<file path="config.mk">
export PLATFORM = sky130hd
export DESIGN_NAME = weight_update_ctrl_flat
export DESIGN_NICKNAME = d
export VERILOG_FILES = /design/src/rtl/weight_update_ctrl_if.sv /design/src/rtl/weight_update_ctrl.sv /design/src/flat_wrapper.sv
export SDC_FILE = /design/constraint.sdc
export NUM_CORES = 1
export LEC_CHECK = 0
export CORE_MARGIN = 5
export CORE_UTILIZATION = 29
export DETAILED_ROUTE_END_ITERATION = 8
export DONT_BUFFER_PORTS = 1
export PLACE_DENSITY = 0.42
export SLEW_MARGIN = 0
export SYNTH_ARGS = -nofsm -noshare
export SYNTH_HDL_FRONTEND = slang
export SYNTH_SLANG_ARGS = --single-unit
</file>
<file path="constraint.sdc">
create_clock -name clk -period 2.3 [get_ports clk]
set_clock_uncertainty 0.2 [all_clocks]
set_input_delay 0.345 -clock clk [delete_from_list [all_inputs] [get_ports clk]]
set_output_delay 0.345 -clock clk [all_outputs]
set_load 0.02 [all_outputs]
</file>
<file path="src/rtl/weight_update_ctrl_if.sv">
// -----------------------------------------------------------------------------
// weight_update_ctrl_if
//
// Purpose:
//   Bundles the delta handshake (error/delta datapath -> controller) and the
//   shared weight bus (controller -> weight register bank) used by
//   weight_update_ctrl.
//
// Signals:
//   dw_in          [31:0]      delta for the weight currently awaited
//   dw_valid                   dw_in is valid
//   dw_ready                   controller accepts a delta this cycle
//   dw_out         [31:0]      registered delta on the shared weight bus
//   select_initial             broadcast initial-load strobe
//   select_update  [NUM_W-1:0] one-hot per-weight update strobe
//
// Modports:
//   master : delta producer / weight-bank side (drives dw_in, dw_valid)
//   slave  : the controller (drives handshake ready and the weight bus)
// -----------------------------------------------------------------------------
interface weight_update_ctrl_if #(
  parameter int NUM_W = 4
);
  logic [31:0]      dw_in;
  logic             dw_valid;
  logic             dw_ready;
  logic [31:0]      dw_out;
  logic             select_initial;
  logic [NUM_W-1:0] select_update;

  modport master (
    output dw_in,
    output dw_valid,
    input  dw_ready,
    input  dw_out,
    input  select_initial,
    input  select_update
  );

  modport slave (
    input  dw_in,
    input  dw_valid,
    output dw_ready,
    output dw_out,
    output select_initial,
    output select_update
  );
endinterface

</file>
<file path="src/rtl/weight_update_ctrl.sv">
// -----------------------------------------------------------------------------
// weight_update_ctrl
//
// Purpose:
//   Sequencer for a bank of NUM_W backprop weight registers sharing one 32-bit
//   delta bus. Issues the broadcast initial-load strobe, serialises incoming
//   deltas into one-hot update strobes (weight 0 .. NUM_W-1, repeated once per
//   training sample) and pulses done when all samples have been applied.
//
// Parameters:
//   NUM_W  number of weight registers served (>= 2)
//   IDX_W  width of the weight index, clog2(NUM_W)
//   SMP_W  width of the sample counter and of num_samples
//
// Ports:
//   clk          single clock, rising edge
//   reset        asynchronous, active-low reset
//   init_req     one-cycle request to load initial values into all weights
//   train_start  one-cycle request to start a training run
//   num_samples  samples in the run, captured on train_start
//   abort        synchronous return to IDLE, highest priority input
//   bus          weight_update_ctrl_if.slave: dw_in/dw_valid/dw_ready handshake
//                plus dw_out/select_initial/select_update weight bus
//   cur_idx      index of the weight awaiting (or receiving) its delta
//   busy         controller is not in IDLE
//   done         one-cycle run-complete pulse
//
// Build option:
//   WUC_SKIP_ZERO_EN  when defined, an accepted delta of 32'h0 still advances
//                     the sequence but its update strobe is withheld (the
//                     weight would not change anyway). Cycle timing is the
//                     same in both builds.
// -----------------------------------------------------------------------------
module weight_update_ctrl #(
  parameter int NUM_W = 4,
  parameter int IDX_W = 2,
  parameter int SMP_W = 16
) (
  input  logic                 clk,
  input  logic                 reset,
  input  logic                 init_req,
  input  logic                 train_start,
  input  logic [SMP_W-1:0]     num_samples,
  input  logic                 abort,
  weight_update_ctrl_if.slave  bus,
  output logic [IDX_W-1:0]     cur_idx,
  output logic                 busy,
  output logic                 done
);

  typedef enum logic [2:0] {
    S_IDLE,
    S_INIT,
    S_WAIT_DW,
    S_UPDATE,
    S_DONE
  } state_t;

  state_t           state_reg, state_next;
  logic [IDX_W-1:0] idx_reg,   idx_next;
  logic [SMP_W-1:0] smp_reg,   smp_next;
  logic [SMP_W-1:0] n_lat_reg, n_lat_next;
  logic [31:0]      dw_out_reg, dw_out_next;

  logic             last_w;
  logic [SMP_W-1:0] smp_inc;
  logic             strobe_en;

  // ---------------------------------------------------------------------------
  // State and datapath registers
  // ---------------------------------------------------------------------------
  always_ff @(posedge clk or negedge reset) begin
    if (!reset) begin
      state_reg  <= S_IDLE;
      idx_reg    <= '0;
      smp_reg    <= '0;
      n_lat_reg  <= '0;
      dw_out_reg <= '0;
    end else begin
      state_reg  <= state_next;
      idx_reg    <= idx_next;
      smp_reg    <= smp_next;
      n_lat_reg  <= n_lat_next;
      dw_out_reg <= dw_out_next;
    end
  end

  assign last_w  = (idx_reg == IDX_W'(NUM_W - 1));
  // smp never reaches 2^SMP_W-1 before DONE, so this increment cannot wrap
  // on any path that uses it.
  assign smp_inc = smp_reg + 1'b1;

  // ---------------------------------------------------------------------------
  // Next-state logic
  // ---------------------------------------------------------------------------
  always_comb begin
    state_next  = state_reg;
    idx_next    = idx_reg;
    smp_next    = smp_reg;
    n_lat_next  = n_lat_reg;
    dw_out_next = dw_out_reg;

    if (abort) begin
      // abort outranks everything, including requests seen in IDLE.
      state_next = S_IDLE;
      idx_next   = '0;
      smp_next   = '0;
    end else begin
      unique case (state_reg)
        S_IDLE: begin
          if (init_req) begin
            // A simultaneous train_start is intentionally dropped.
            state_next = S_INIT;
          end else if (train_start) begin
            n_lat_next = num_samples;
            idx_next   = '0;
            smp_next   = '0;
            state_next = (num_samples == '0) ? S_DONE : S_WAIT_DW;
          end
        end

        S_INIT: begin
          state_next = S_IDLE;
        end

        S_WAIT_DW: begin
          if (bus.dw_valid) begin
            dw_out_next = bus.dw_in;
            state_next  = S_UPDATE;
          end
        end

        S_UPDATE: begin
          if (last_w) begin
            idx_next   = '0;
            smp_next   = smp_inc;
            state_next = (smp_inc == n_lat_reg) ? S_DONE : S_WAIT_DW;
          end else begin
            idx_next   = idx_reg + 1'b1;
            state_next = S_WAIT_DW;
          end
        end

        S_DONE: begin
          state_next = S_IDLE;
        end

        default: begin
          state_next = S_IDLE;
        end
      endcase
    end
  end

  // ---------------------------------------------------------------------------
  // Outputs, decoded from registered state. abort is the only input allowed
  // to reach them combinationally: it masks the strobes and the ready so that
  // nothing is issued or handshaken in the cycle that is being cancelled.
  // ---------------------------------------------------------------------------
`ifdef WUC_SKIP_ZERO_EN
  // A zero delta leaves the weight unchanged, so its strobe is withheld.
  assign strobe_en = (state_reg == S_UPDATE) && !abort && (dw_out_reg != 32'h0);
`else
  assign strobe_en = (state_reg == S_UPDATE) && !abort;
`endif

  generate
    for (genvar gi = 0; gi < NUM_W; gi++) begin : g_sel
      assign bus.select_update[gi] = strobe_en && (idx_reg == IDX_W'(gi));
    end
  endgenerate

  assign bus.select_initial = (state_reg == S_INIT) && !abort;
  assign bus.dw_ready       = (state_reg == S_WAIT_DW) && !abort;
  assign bus.dw_out         = dw_out_reg;
  assign cur_idx            = idx_reg;
  assign busy               = (state_reg != S_IDLE);
  assign done               = (state_reg == S_DONE);

endmodule

</file>
<file path="src/flat_wrapper.sv">
// flat-port wrapper written by rule: the top's interface ports become plain ports
module weight_update_ctrl_flat 
#(
  parameter int NUM_W = 4,
  parameter int IDX_W = 2,
  parameter int SMP_W = 16
)
  (clk, reset, init_req, train_start, num_samples, abort, cur_idx, busy, done, bus_dw_in, bus_dw_valid, bus_dw_ready, bus_dw_out, bus_select_initial, bus_select_update);
  weight_update_ctrl_if #(.NUM_W(NUM_W)) bus_i ();
  input  logic clk;
  input  logic reset;
  input  logic init_req;
  input  logic train_start;
  input  logic [SMP_W-1:0] num_samples;
  input  logic abort;
  output logic [IDX_W-1:0] cur_idx;
  output logic busy;
  output logic done;
  input wire logic [$bits(bus_i.dw_in)-1:0] bus_dw_in;
  input wire logic [$bits(bus_i.dw_valid)-1:0] bus_dw_valid;
  output wire logic [$bits(bus_i.dw_ready)-1:0] bus_dw_ready;
  output wire logic [$bits(bus_i.dw_out)-1:0] bus_dw_out;
  output wire logic [$bits(bus_i.select_initial)-1:0] bus_select_initial;
  output wire logic [$bits(bus_i.select_update)-1:0] bus_select_update;
  assign bus_i.dw_in = bus_dw_in;
  assign bus_i.dw_valid = bus_dw_valid;
  assign bus_dw_ready = bus_i.dw_ready;
  assign bus_dw_out = bus_i.dw_out;
  assign bus_select_initial = bus_i.select_initial;
  assign bus_select_update = bus_i.select_update;
  weight_update_ctrl #(.NUM_W(NUM_W), .IDX_W(IDX_W), .SMP_W(SMP_W)) u_core (.clk(clk), .reset(reset), .init_req(init_req), .train_start(train_start), .num_samples(num_samples), .abort(abort), .bus(bus_i), .cur_idx(cur_idx), .busy(busy), .done(done));
endmodule
</file>
==> metrics.md <==
| Metric | Value |
|---|---|
| Synth Instances | around 320 |
| Main combinational cell family by area after synthesis | multiplexers |
| Pleak | approximately 2.1 nW |
| Final Setup Violations | 0 |
| H-Tree Depth | 3 |
| Cell variety after synth | 54 |
| Clk slew on worst S/H paths | 0.06 ns |
| CP Cell Sequence | buf_6 -> and4_4 -> nand2_4 -> xor2_1 -> a2111o_1 -> nor4_4 -> a41oi_2 |
| Commonest non-fill, non-tap cell in the layout | dfrtp_1 |
| Origin of the critical flop-to-flop path | u_core.smp_reg[0]$_DFFE_PN0P_ |
| Hold crit path type | primary input to register |
| Syn_area_per_cell | 11.2 sq um |
| Slew HR | 0.611 |
| Initial antenna violation count | 0 |
| Fin. Hold Viols | 0 |
| Post-synthesis register bit count | 69 |
| Worst hold margin | around 0.066 ns |
| DRT Pass-1 Iters | 4 |
| Slew @ Worst Pin | ~0.58 ns |
| Most frequent cells in the layout | dfrtp_1, dlygate4sd3_1, mux2_2 |
| DIE HEIGHT | between 100 and 150 um |
| R2R cell count | 7 |
| Status | complete, no violations |
| Reg2Reg Setup Slack | between 0.02 and 0.03 ns |
| Sequential area share after synthesis | 0.483 |
| First-pass GRT wire length | 15000 um |
| Num CTS Buffers | 9 |
| Wire per inst | roughly 16 um |
| Hold Crit Endpoint | u_core.state_reg[0]$_DFFE_PN0P_ |
| Largest net degree at the start of global routing | 70 |
| Worst VDD drop | roughly 0.00064 V |
| CP max-delay cell | a2111o_1 |
| TritonCTS clock tree | yes |
| Vias | ~2700 |
| Area growth from synthesis to layout | 36.4% |
| Post-Syn Area | 0.00358 sq mm |
| Synth Area in Adders | 0.0175 |
| Most used flip-flop cell after synthesis | dfrtp_1 |
| Max Fclk | 0.440 GHz |
| Type of the worst setup path | register to register |
| Post-Syn Nets | 378 |
| Total grt overflow | 0 |
| Post-route minimum period | 2.27 ns |
| Worst EP arrival | 2.25 ns |
| Share of layout cells above drive strength 1 | 0.311 |
| Die area | between 0.01 and 0.015 sq mm |
| Multiplexer area fraction after synthesis | 0.160 |
| # port buffers | 0 |
| Vias in the first global route | between 2000 and 3000 |
| Total track usage | 0.129 |
| Vias per cell | between 4 and 5 |
| Max reg flops | 32 |
| Tot Pwr | 4.39 mW |
| Final cycle utilization of the critical path | 0.989 |
| Synthesis warning total | 0 |
| DP Area | 0.00397 sq mm |
| Post-synth EDFFs | 0 |
| Clock sinks | 69 |
| Routability congestion estimate | 0.747 |
| Die width | roughly 120 um |
| CTS root buf | clkbuf_16 |
| Io pins | 96 |
| Hold Crit Start | init_req |
| Starting Density | 0.296 |
| Clock Latency Late Sink | 0.33 ns |
| Reg-to-reg endpoint | u_core.state_reg[1]$_DFFE_PN0P_ |
| DRC Markers | 0 |
| Post-Synth XOR/XNOR Area | 0.0539 |
| Antenna diodes | 0 |
| Clock Path Buffers | 2 |
| Final slew viol count | 0 |
| Area of the core | 0.0121 sq mm |
| Max Cap Viol | 0 |
| Pwr Density | 900 mW/mm^2 |
| Worst EP required | between 2 and 2.5 ns |
| ANT nets after route | 0 |
| CP endpoint kind | register |
| Drt initial violations | 68 |
| Final wirelength | 9100 um |
| Synth Area in Compound Gates | 0.0990 |
| Util after Layout | 0.404 |
| CP max stage delay | approximately 0.45 ns |
| Row cnt | 40 |
| Final #Nets | 462 |
| Crit start category | register |
| Final HPWL DP | between 6000 and 7000 um |
| Worst hold path depth | 2 |
| Simple-Gate Fraction of Synth Area | 0.152 |
| Crit path max fanout | 3 |
| Final instance area | around 0.005 sq mm |
| FFs w/ async S/R, synth | 1.00 |
| RSZ-0062 raised after global routing | true |
==> cell families after synthesis <==
group	after synthesis
flops	69
compound gates	56
simple gates	93
fa+ha+maj	5
xor+xnor	22
mux	51
buf+inv	23
==> routing by layer <==
metal / global-route usage / vias up / part of all wire / routed length [um]
li1: - / 1334 / - / -
met1: 0.155 / 1286 / 0.42 / 3840
met2: 0.215 / 67 / 0.49 / 4450
met3: 0.0508 / 7 / 0.079 / 719
met4: 0.0340 / 0 / 0.0097 / 88
met5: 0 / - / 0 / 0
==> power by group <==
part	internal (mW)	leakage, nW	switching, mW	total, mW
Clock	0.742	0.129	0.557	1.30
Combinational	0.498	1.11	0.324	0.822
Sequential	1.60	0.858	0.672	2.27
Total	2.84	2.10	1.55	4.39
==> worst max path at each step <==
stage                             startpoint                         endpoint  slack, ns  cells after the start
2_1_floorplan  u_core.smp_reg[0]$_DFFE_PN0P_  u_core.state_reg[1]$_DFFE_PN0P_       0.03                      7
3_3_place_gp   u_core.smp_reg[0]$_DFFE_PN0P_  u_core.state_reg[1]$_DFFE_PN0P_      -0.02                      7
3_5_place_dp   u_core.smp_reg[0]$_DFFE_PN0P_  u_core.state_reg[1]$_DFFE_PN0P_      -0.11                      7
4_1_cts        u_core.smp_reg[3]$_DFFE_PN0P_  u_core.state_reg[1]$_DFFE_PN0P_       0.01                      6
5_1_grt        u_core.smp_reg[1]$_DFFE_PN0P_  u_core.state_reg[1]$_DFFE_PN0P_      -0.03                      8
6_report       u_core.smp_reg[0]$_DFFE_PN0P_  u_core.state_reg[1]$_DFFE_PN0P_       0.03                      7
==> synth_stat cells (2+ instances only) <==
master,count,share of area
nand2b_1,2,0.0035
nand4_1,5,0.0087
a21oi_1,9,0.013
nor2_1,21,0.022
and2_1,4,0.0070
and3_1,5,0.0087
xnor2_1,13,0.032
buf_4,4,0.0084
clkbuf_1,3,0.0031
o41ai_1,2,0.0049
nor3_1,7,0.0098
nand3_1,5,0.0070
buf_2,4,0.0056
o21ai_0,22,0.031
mux2i_1,3,0.0084
o31ai_1,8,0.017
and4_1,3,0.0073
dfrtp_1,69,0.48
a31oi_1,2,0.0035
xor2_1,9,0.022
a21o_1,2,0.0042
or3_1,2,0.0035
nor4_1,7,0.012
mux2_1,2,0.0063
nand2_1,17,0.018
mux2_2,46,0.14
buf_1,3,0.0031
a2111o_1,2,0.0063
inv_1,6,0.0063
ha_1,5,0.017
nand3b_1,3,0.0063
a22o_1,2,0.0049
==> stage by stage <==
step | instances | setup WS, ns | TNS [ns]
4_1_cts | 573 | 0.0119 | 0
3_3_place_gp | 506 | -0.0181 | -0.0181
6_report | 576 | 0.0256 | 0
5_1_grt | 576 | -0.0340 | -0.0872
2_1_floorplan | 319 | 0.0324 | 0
3_5_place_dp | 506 | -0.110 | -0.163
==> cell type report <==
| cell class | count | area (sq um) |
|---|---|---|
| Fill cell | 1157 | 7180 |
| Multi-Input combinational cell | 227 | 1780 |
| Sequential cell | 69 | 1730 |
| Timing Repair Buffer | 90 | 848 |
| Clock buffer | 9 | 225 |
| Tap cell | 168 | 210 |
| Clock inverter | 7 | 57.6 |
| Inverter | 6 | 25.0 |
==> worst max-delay path: cells and delay by family (launching register included) <==
kind / cells / cell delay, ns
AND/OR/NAND/NOR: 3 / 0.64
AO/OA/AOI/OAI: 2 / 0.59
flip-flops: 1 / 0.43
XOR/XNOR: 1 / 0.14
buffers and inverters: 1 / 0.13
==> what timing repair did <==
action / CTS / global route
gates resized for setup: 3 / 18
pin swaps: 2 / 8
hold buffers: 51 / 0
hold endpoints to repair: 118 / 0
buffers inserted: 0 / 3
setup endpoints to repair: 3 / 6
(Power assumes the default switching activity.)
